==> src/rtl/datapath_sequencer.sv <==
// datapath_sequencer
//   Control and sequencing unit for a 32-bit single-cycle MIPS-subset
//   datapath. Decodes the current instruction into datapath strobes and
//   issues ALU and branch instructions in one cycle. Loads and stores hold
//   the PC until the data memory raises Ready. The unit also adds a
//   memory-wait timeout, illegal-opcode trapping and a retired-instruction
//   counter.
//
// Parameters
//   MAX_WAIT : cycles of Ready=0 tolerated before a timeout fault (>= 2)
//   CNT_W    : width of the Retired counter
//
// Ports
//   clk         in   rising-edge clock
//   reset       in   synchronous active-low reset
//   instruction in   current instruction word
//   zero        in   ALU zero flag
//   Ready       in   data memory access complete
//   Mem2reg, Memwrite, PCSrc, ALUSrc, Regdst, Regwrite, Sgnzero
//               out  datapath controls (combinational)
//   ALUOP       out  010 add, 110 sub, 000 and, 001 or, 111 slt
//   PcWrite     out  PC load enable
//   Busy        out  high while waiting on data memory
//   Fault       out  sticky fault flag (registered)
//   FaultCode   out  00 none, 01 illegal instruction, 10 memory timeout
//   Retired     out  retired-instruction count, wraps
module datapath_sequencer #(
    parameter int unsigned MAX_WAIT = 16,
    parameter int unsigned CNT_W    = 32
) (
    input  logic             clk,
    input  logic             reset,
    input  logic [31:0]      instruction,
    input  logic             zero,
    input  logic             Ready,
    output logic             Mem2reg,
    output logic             Memwrite,
    output logic             PCSrc,
    output logic             ALUSrc,
    output logic             Regdst,
    output logic             Regwrite,
    output logic             Sgnzero,
    output logic [2:0]       ALUOP,
    output logic             PcWrite,
    output logic             Busy,
    output logic             Fault,
    output logic [1:0]       FaultCode,
    output logic [CNT_W-1:0] Retired
);

    localparam int unsigned WW = $clog2(MAX_WAIT);
    localparam logic [WW-1:0] LAST_WAIT = WW'(MAX_WAIT - 1);

    typedef enum logic [1:0] {
        S_IDLE,
        S_RUN,
        S_MEMWAIT,
        S_HALT
    } state_t;

    state_t        state;
    logic [WW-1:0] wait_cnt;

    // Decoded fields
    logic [5:0] op;
    logic [5:0] fn;
    logic       legal;
    logic       is_lw;
    logic       is_sw;
    logic       is_mem;
    logic       br_eq;
    logic       br_ne;
    logic       d_alusrc;
    logic       d_sgn;
    logic       d_m2r;
    logic       d_rd;
    logic       d_rw;
    logic [2:0] d_aluop;

    assign op     = instruction[31:26];
    assign fn     = instruction[5:0];
    assign is_mem = is_lw | is_sw;

    always_comb begin
        legal    = 1'b0;
        is_lw    = 1'b0;
        is_sw    = 1'b0;
        br_eq    = 1'b0;
        br_ne    = 1'b0;
        d_alusrc = 1'b0;
        d_sgn    = 1'b0;
        d_m2r    = 1'b0;
        d_rd     = 1'b0;
        d_rw     = 1'b0;
        d_aluop  = 3'b000;
        case (op)
            6'b000000: begin
                if (instruction == '0) begin
                    // NOP: legal, no register or memory writes
                    legal = 1'b1;
                end else begin
                    case (fn)
                        6'b100000: begin legal = 1'b1; d_aluop = 3'b010; end
                        6'b100010: begin legal = 1'b1; d_aluop = 3'b110; end
                        6'b100100: begin legal = 1'b1; d_aluop = 3'b000; end
                        6'b100101: begin legal = 1'b1; d_aluop = 3'b001; end
                        6'b101010: begin legal = 1'b1; d_aluop = 3'b111; end
                        default:   legal = 1'b0;
                    endcase
                    d_rd = legal;
                    d_rw = legal;
                end
            end
            6'b100011: begin
                legal = 1'b1; is_lw = 1'b1; d_alusrc = 1'b1; d_sgn = 1'b1;
                d_m2r = 1'b1; d_aluop = 3'b010;
            end
            6'b101011: begin
                legal = 1'b1; is_sw = 1'b1; d_alusrc = 1'b1; d_sgn = 1'b1;
                d_aluop = 3'b010;
            end
            6'b000100: begin legal = 1'b1; br_eq = 1'b1; d_sgn = 1'b1; d_aluop = 3'b110; end
            6'b000101: begin legal = 1'b1; br_ne = 1'b1; d_sgn = 1'b1; d_aluop = 3'b110; end
            6'b001000: begin
                legal = 1'b1; d_alusrc = 1'b1; d_sgn = 1'b1; d_rw = 1'b1; d_aluop = 3'b010;
            end
            6'b001010: begin
                legal = 1'b1; d_alusrc = 1'b1; d_sgn = 1'b1; d_rw = 1'b1; d_aluop = 3'b111;
            end
            6'b001100: begin
                legal = 1'b1; d_alusrc = 1'b1; d_rw = 1'b1; d_aluop = 3'b000;
            end
            6'b001101: begin
                legal = 1'b1; d_alusrc = 1'b1; d_rw = 1'b1; d_aluop = 3'b001;
            end
            default: legal = 1'b0;
        endcase
    end

    // Controls are combinational. Asserting reset silences every strobe in
    // the same cycle so a pending store is abandoned before the reset edge.
    logic active;
    logic mem_phase;
    logic timeout;

    assign active    = reset && legal && (state == S_RUN || state == S_MEMWAIT);
    assign mem_phase = (state == S_MEMWAIT) || is_mem;
    assign timeout   = (state == S_MEMWAIT) && (wait_cnt == LAST_WAIT);

    always_comb begin
        Mem2reg  = 1'b0;
        Memwrite = 1'b0;
        PCSrc    = 1'b0;
        ALUSrc   = 1'b0;
        Regdst   = 1'b0;
        Regwrite = 1'b0;
        Sgnzero  = 1'b0;
        ALUOP    = 3'b000;
        PcWrite  = 1'b0;
        Busy     = reset && (state == S_MEMWAIT);
        if (active) begin
            ALUSrc  = d_alusrc;
            Sgnzero = d_sgn;
            ALUOP   = d_aluop;
            Regdst  = d_rd;
            Mem2reg = d_m2r;
            if (mem_phase) begin
                if (Ready) begin
                    // Completion takes priority over a coincident timeout
                    PcWrite  = 1'b1;
                    Regwrite = is_lw;
                    Memwrite = is_sw;
                end else if (!timeout) begin
                    Memwrite = is_sw;
                end
            end else begin
                PcWrite  = 1'b1;
                Regwrite = d_rw;
                PCSrc    = (br_eq & zero) | (br_ne & ~zero);
            end
        end
    end

    always_ff @(posedge clk) begin
        if (!reset) begin
            state     <= S_IDLE;
            wait_cnt  <= '0;
            Fault     <= 1'b0;
            FaultCode <= 2'b00;
            Retired   <= '0;
        end else begin
            // Retired advances on exactly the edges where the PC loads
            if (PcWrite)
                Retired <= Retired + CNT_W'(1);
            case (state)
                S_IDLE: state <= S_RUN;
                S_RUN: begin
                    if (!legal) begin
                        state     <= S_HALT;
                        Fault     <= 1'b1;
                        FaultCode <= 2'b01;
                    end else if (is_mem && !Ready) begin
                        state    <= S_MEMWAIT;
                        wait_cnt <= WW'(1);
                    end
                end
                S_MEMWAIT: begin
                    if (Ready) begin
                        state    <= S_RUN;
                        wait_cnt <= '0;
                    end else if (wait_cnt == LAST_WAIT) begin
                        state     <= S_HALT;
                        Fault     <= 1'b1;
                        FaultCode <= 2'b10;
                        wait_cnt  <= '0;
                    end else begin
                        wait_cnt <= wait_cnt + WW'(1);
                    end
                end
                S_HALT:  state <= S_HALT;
                default: state <= S_IDLE;
            endcase
        end
    end

endmodule
==> config.mk <==
export PLATFORM = sky130hd
export DESIGN_NAME = datapath_sequencer
export DESIGN_NICKNAME = d
export VERILOG_FILES = /design/src/rtl/datapath_sequencer.sv
export SDC_FILE = /design/constraint.sdc
export NUM_CORES = 1
export LEC_CHECK = 0
export CAP_MARGIN = 5
export CORE_UTILIZATION = 50
export DETAILED_ROUTE_END_ITERATION = 10
export PLACE_DENSITY = 0.86
export SLEW_MARGIN = 20
export SYNTH_ARGS = -nofsm -noshare
export SYNTH_HDL_FRONTEND = slang
export SYNTH_SLANG_ARGS = --single-unit
==> constraint.sdc <==
create_clock -name clk -period 6.1 [get_ports clk]
set_clock_uncertainty 0.05 [all_clocks]
set_input_delay 1.22 -clock clk [delete_from_list [all_inputs] [get_ports clk]]
set_output_delay 1.22 -clock clk [all_outputs]
set_load 0.01 [all_outputs]
==> impl_metrics.py <==
metrics = {
    "setup_path": {
        "required_ps": 4830,
        "critPathArrivalTime_ps": 4190,
        "cp_max_fo": 15,
        "r2r_slack_ps": 2900,
        "cp-end-kind": "primary output",
        "critical_path_class": "primary input to primary output",
        "start_kind": "primary input",
    },
    "drt": {
        "drt-wirelength-per-cell_um": 16.4,
        "antenna_left": 0,
        "via_per_inst": 6.15,
        "drtIter0Drc": 211,
        "vias": 2921,
        "wl_mm": 7.81,
        "drcViolationCount": 0,
        "drt-pass1-iter-count": 4,
    },
    "floorplan": {
        "initial_core_util_pct": 53.4,
        "die_w_um": 74.0,
        "fp-row-count": 25,
        "core_area_sq_um": 4850,
        "fp.dieH_um": 74.0,
        "dieArea_sq_um": 5470,
        "ios": 83,
    },
    "sta": {
        "maxSlewViolCount": 0,
        "max_freq_ghz": 0.183,
        "slew_headroom_pct": 43.7,
        "worst_slew_pin_slew_ps": 844,
        "finalSetupViolCount": 0,
        "tns_ps": 0,
        "finalHoldViolCount": 0,
        "rsz0062_at_grt": "false",
        "period_needed_ps": 5460,
        "finalCritPeriodShare_pct": 89.6,
    },
    "placement": {
        "place_hpwl_mm": 5.68,
        "io_buffers": 82,
        "place_congestion": 0.915,
        "dp.cells": 467,
    },
    "final_layout": {
        "layout.nets": 449,
        "drive_gt1_share_pct": 5.64,
        "diodes": 0,
        "instances_no_fill": 475,
        "area_growth_pct": 38.1,
    },
    "synthesis": {
        "synth_top_area_share_pct": 31.7,
        "syn_inst": 330,
        "synthAdderAreaFrac_pct": 2.90,
        "post-synth-top-count-cell": "dfxtp_1",
        "yosys_warnings": 0,
        "synth_fp_nets": 372,
        "async_flop_share_pct": 0,
        "synth_top_family_by_area": "simple AND/OR/NAND/NOR gates",
        "ys.flop_type": "dfxtp_1",
        "avgSynthCellArea_sq_um": 7.85,
        "synth_edf_count": 0,
        "synthDistinctLibCells": 53,
        "syn_area_sq_um": 2590,
        "synth_simple_gate_area_share_pct": 36.6,
        "synth_mux_area_share_pct": 5.02,
        "ys_top_cells_by_area": "dfxtp_1, mux2i_1, nand2_1",
        "synth_top_cell_by_area": "dfxtp_1",
        "synth_common_cells": "dfxtp_1, nand2_1, nor2_1",
        "synth_xor_area_share_pct": 3.04,
        "seq_area_frac_synth_pct": 31.7,
        "synth-seq-cells": 41,
        "synth_compound_area_share_pct": 17.1,
    },
    "power": {
        "finalPower_mw": 0.654,
        "leakage_nw": 1.24,
        "p_comb_share_pct": 21.0,
        "switching_share_pct": 28.4,
        "internal_power_mw": 0.468,
        "p_seq_share_pct": 43.5,
        "vdd_ir_drop_max_mv": 0.138,
        "power_density_nw_per_um2": 183,
        "p_sw_mw": 0.186,
        "power.share.clock_pct": 35.5,
    },
    "clocking": {
        "cts_resized": 0,
        "h-tree-depth": 2,
        "clock_tree.buffer_depth": 2,
        "post_cts_buffers": 0,
        "holdBufCountCts": 0,
        "numClockSinks": 41,
        "clk_pin_slew_ps": 80,
        "cts_tree": "done",
        "clock_latency_ps": 300,
        "cts_buffers": 5,
        "clock-root-buffer": "clkbuf_8",
    },
    "min_path": {
        "hold_path.class": "flip-flop to flip-flop",
    },
    "global_route": {
        "antenna_found_initial": 0,
        "track_usage_pct": 28.6,
        "grt_pass1_vias": 2593,
        "gr-total-overflow": 0,
        "grt_first_pass_wirelength_mm": 12.1,
        "grt_max_degree": 37,
    },
    "job": {
        "cap_violations": 0,
    },
    "run_status": {
        "outcome": "complete, no violations",
    },
}
-- flip-flops by register name, indices dropped and copies added (netlist names) --
signal and flops:
Fault 1, Retired 32, FaultCode 2, wait_cnt 4, state 2
-- through the flow --
step	hold WS [ps]	setup WS (ps)	util, %	area, sq um
floorplan	399	1810	-	2590
global placement	402	719	71.3	3460
detailed placement	407	689	71.3	3460
CTS	429	676	73.8	3580
global route	463	448	73.8	3580
finish	428	637	73.8	3580
-- critical path, cell delays in order --
cell,delay [ps]
clkdlybuf4s50_1,660
nor3_1,110
and4_1,270
a32oi_1,710
a21o_1,480
nor2_1,130
o21a_1,140
clkdlybuf4s50_1,470
-- path summary, 6_finish.rpt --
path         depth (start not counted)                       end                startpoint
max                                  8                  Regwrite           instruction[29]
min                                  1  Retired[31]$_SDFFE_PN0P_  Retired[31]$_SDFFE_PN0P_
max reg2reg                          8  Retired[30]$_SDFFE_PN0P_     state[0]$_SDFFE_PN0P_
min reg2reg                          1  Retired[31]$_SDFFE_PN0P_  Retired[31]$_SDFFE_PN0P_
-- logic make-up after synthesis --
family / after synthesis
flip-flops: 41
XOR/XNOR: 9
AND/OR/NAND/NOR: 170
buffers and inverters: 24
AO/OA/AOI/OAI: 67
adder cells (fa/ha/maj): 6
multiplexers: 13
-- cell usage in the layout, fill, tap and decap left out, types with 3 or more instances in the layout --
cell,netlist,final
a2111oi_0,4,4
nand2_1,33,33
nor2_1,25,25
o311ai_0,3,3
ha_1,6,6
buf_4,0,3
xnor2_1,7,7
o31ai_1,6,6
and2_1,5,5
or4_1,7,7
nor4_1,10,10
nand4_1,18,18
a21oi_1,24,24
o21ai_0,9,9
or3_1,6,6
nor3_1,8,8
and3_1,4,4
dfxtp_1,41,41
nor2b_1,4,4
mux2i_1,13,13
nand2b_1,17,17
clkbuf_8,0,6
a31oi_1,3,3
clkdlybuf4s50_1,0,82
inv_1,9,9
nand3_1,19,19
-- layer usage --
layer	wire length (um)	global-route usage [%]	share of wire (%)	vias to the layer above
met3	741	6.10	9.5	10
met2	3710	48.3	48	151
met4	107	9.19	1.4	0
met1	3250	36.4	42	1374
li1	-	-	-	1386
met5	0	0	0	-
-- power by group through the flow --
| stage | clock [mW] | combinational (mW) | sequential (mW) |
|---|---|---|---|
| 6_report | 0.232 | 0.137 | 0.285 |
| 2_1_floorplan | 0 | 0.0756 | 0.291 |
| 4_1_cts | 0.232 | 0.136 | 0.284 |
| 3_3_place_gp | 0 | 0.131 | 0.290 |
| 5_1_grt | 0.246 | 0.152 | 0.286 |
| 3_5_place_dp | 0 | 0.135 | 0.291 |
-- final cells by class --
| class | count | area, sq um |
|---|---|---|
| multi-input combinational | 265 | 1680 |
| fill | 390 | 1270 |
| timing repair buffer | 85 | 843 |
| sequential | 41 | 821 |
| tap | 67 | 83.8 |
| clock buffer | 6 | 82.6 |
| clock inverter | 2 | 37.5 |
| inverter | 9 | 33.8 |
No activity file was read; power rests on OpenSTA's default activity.
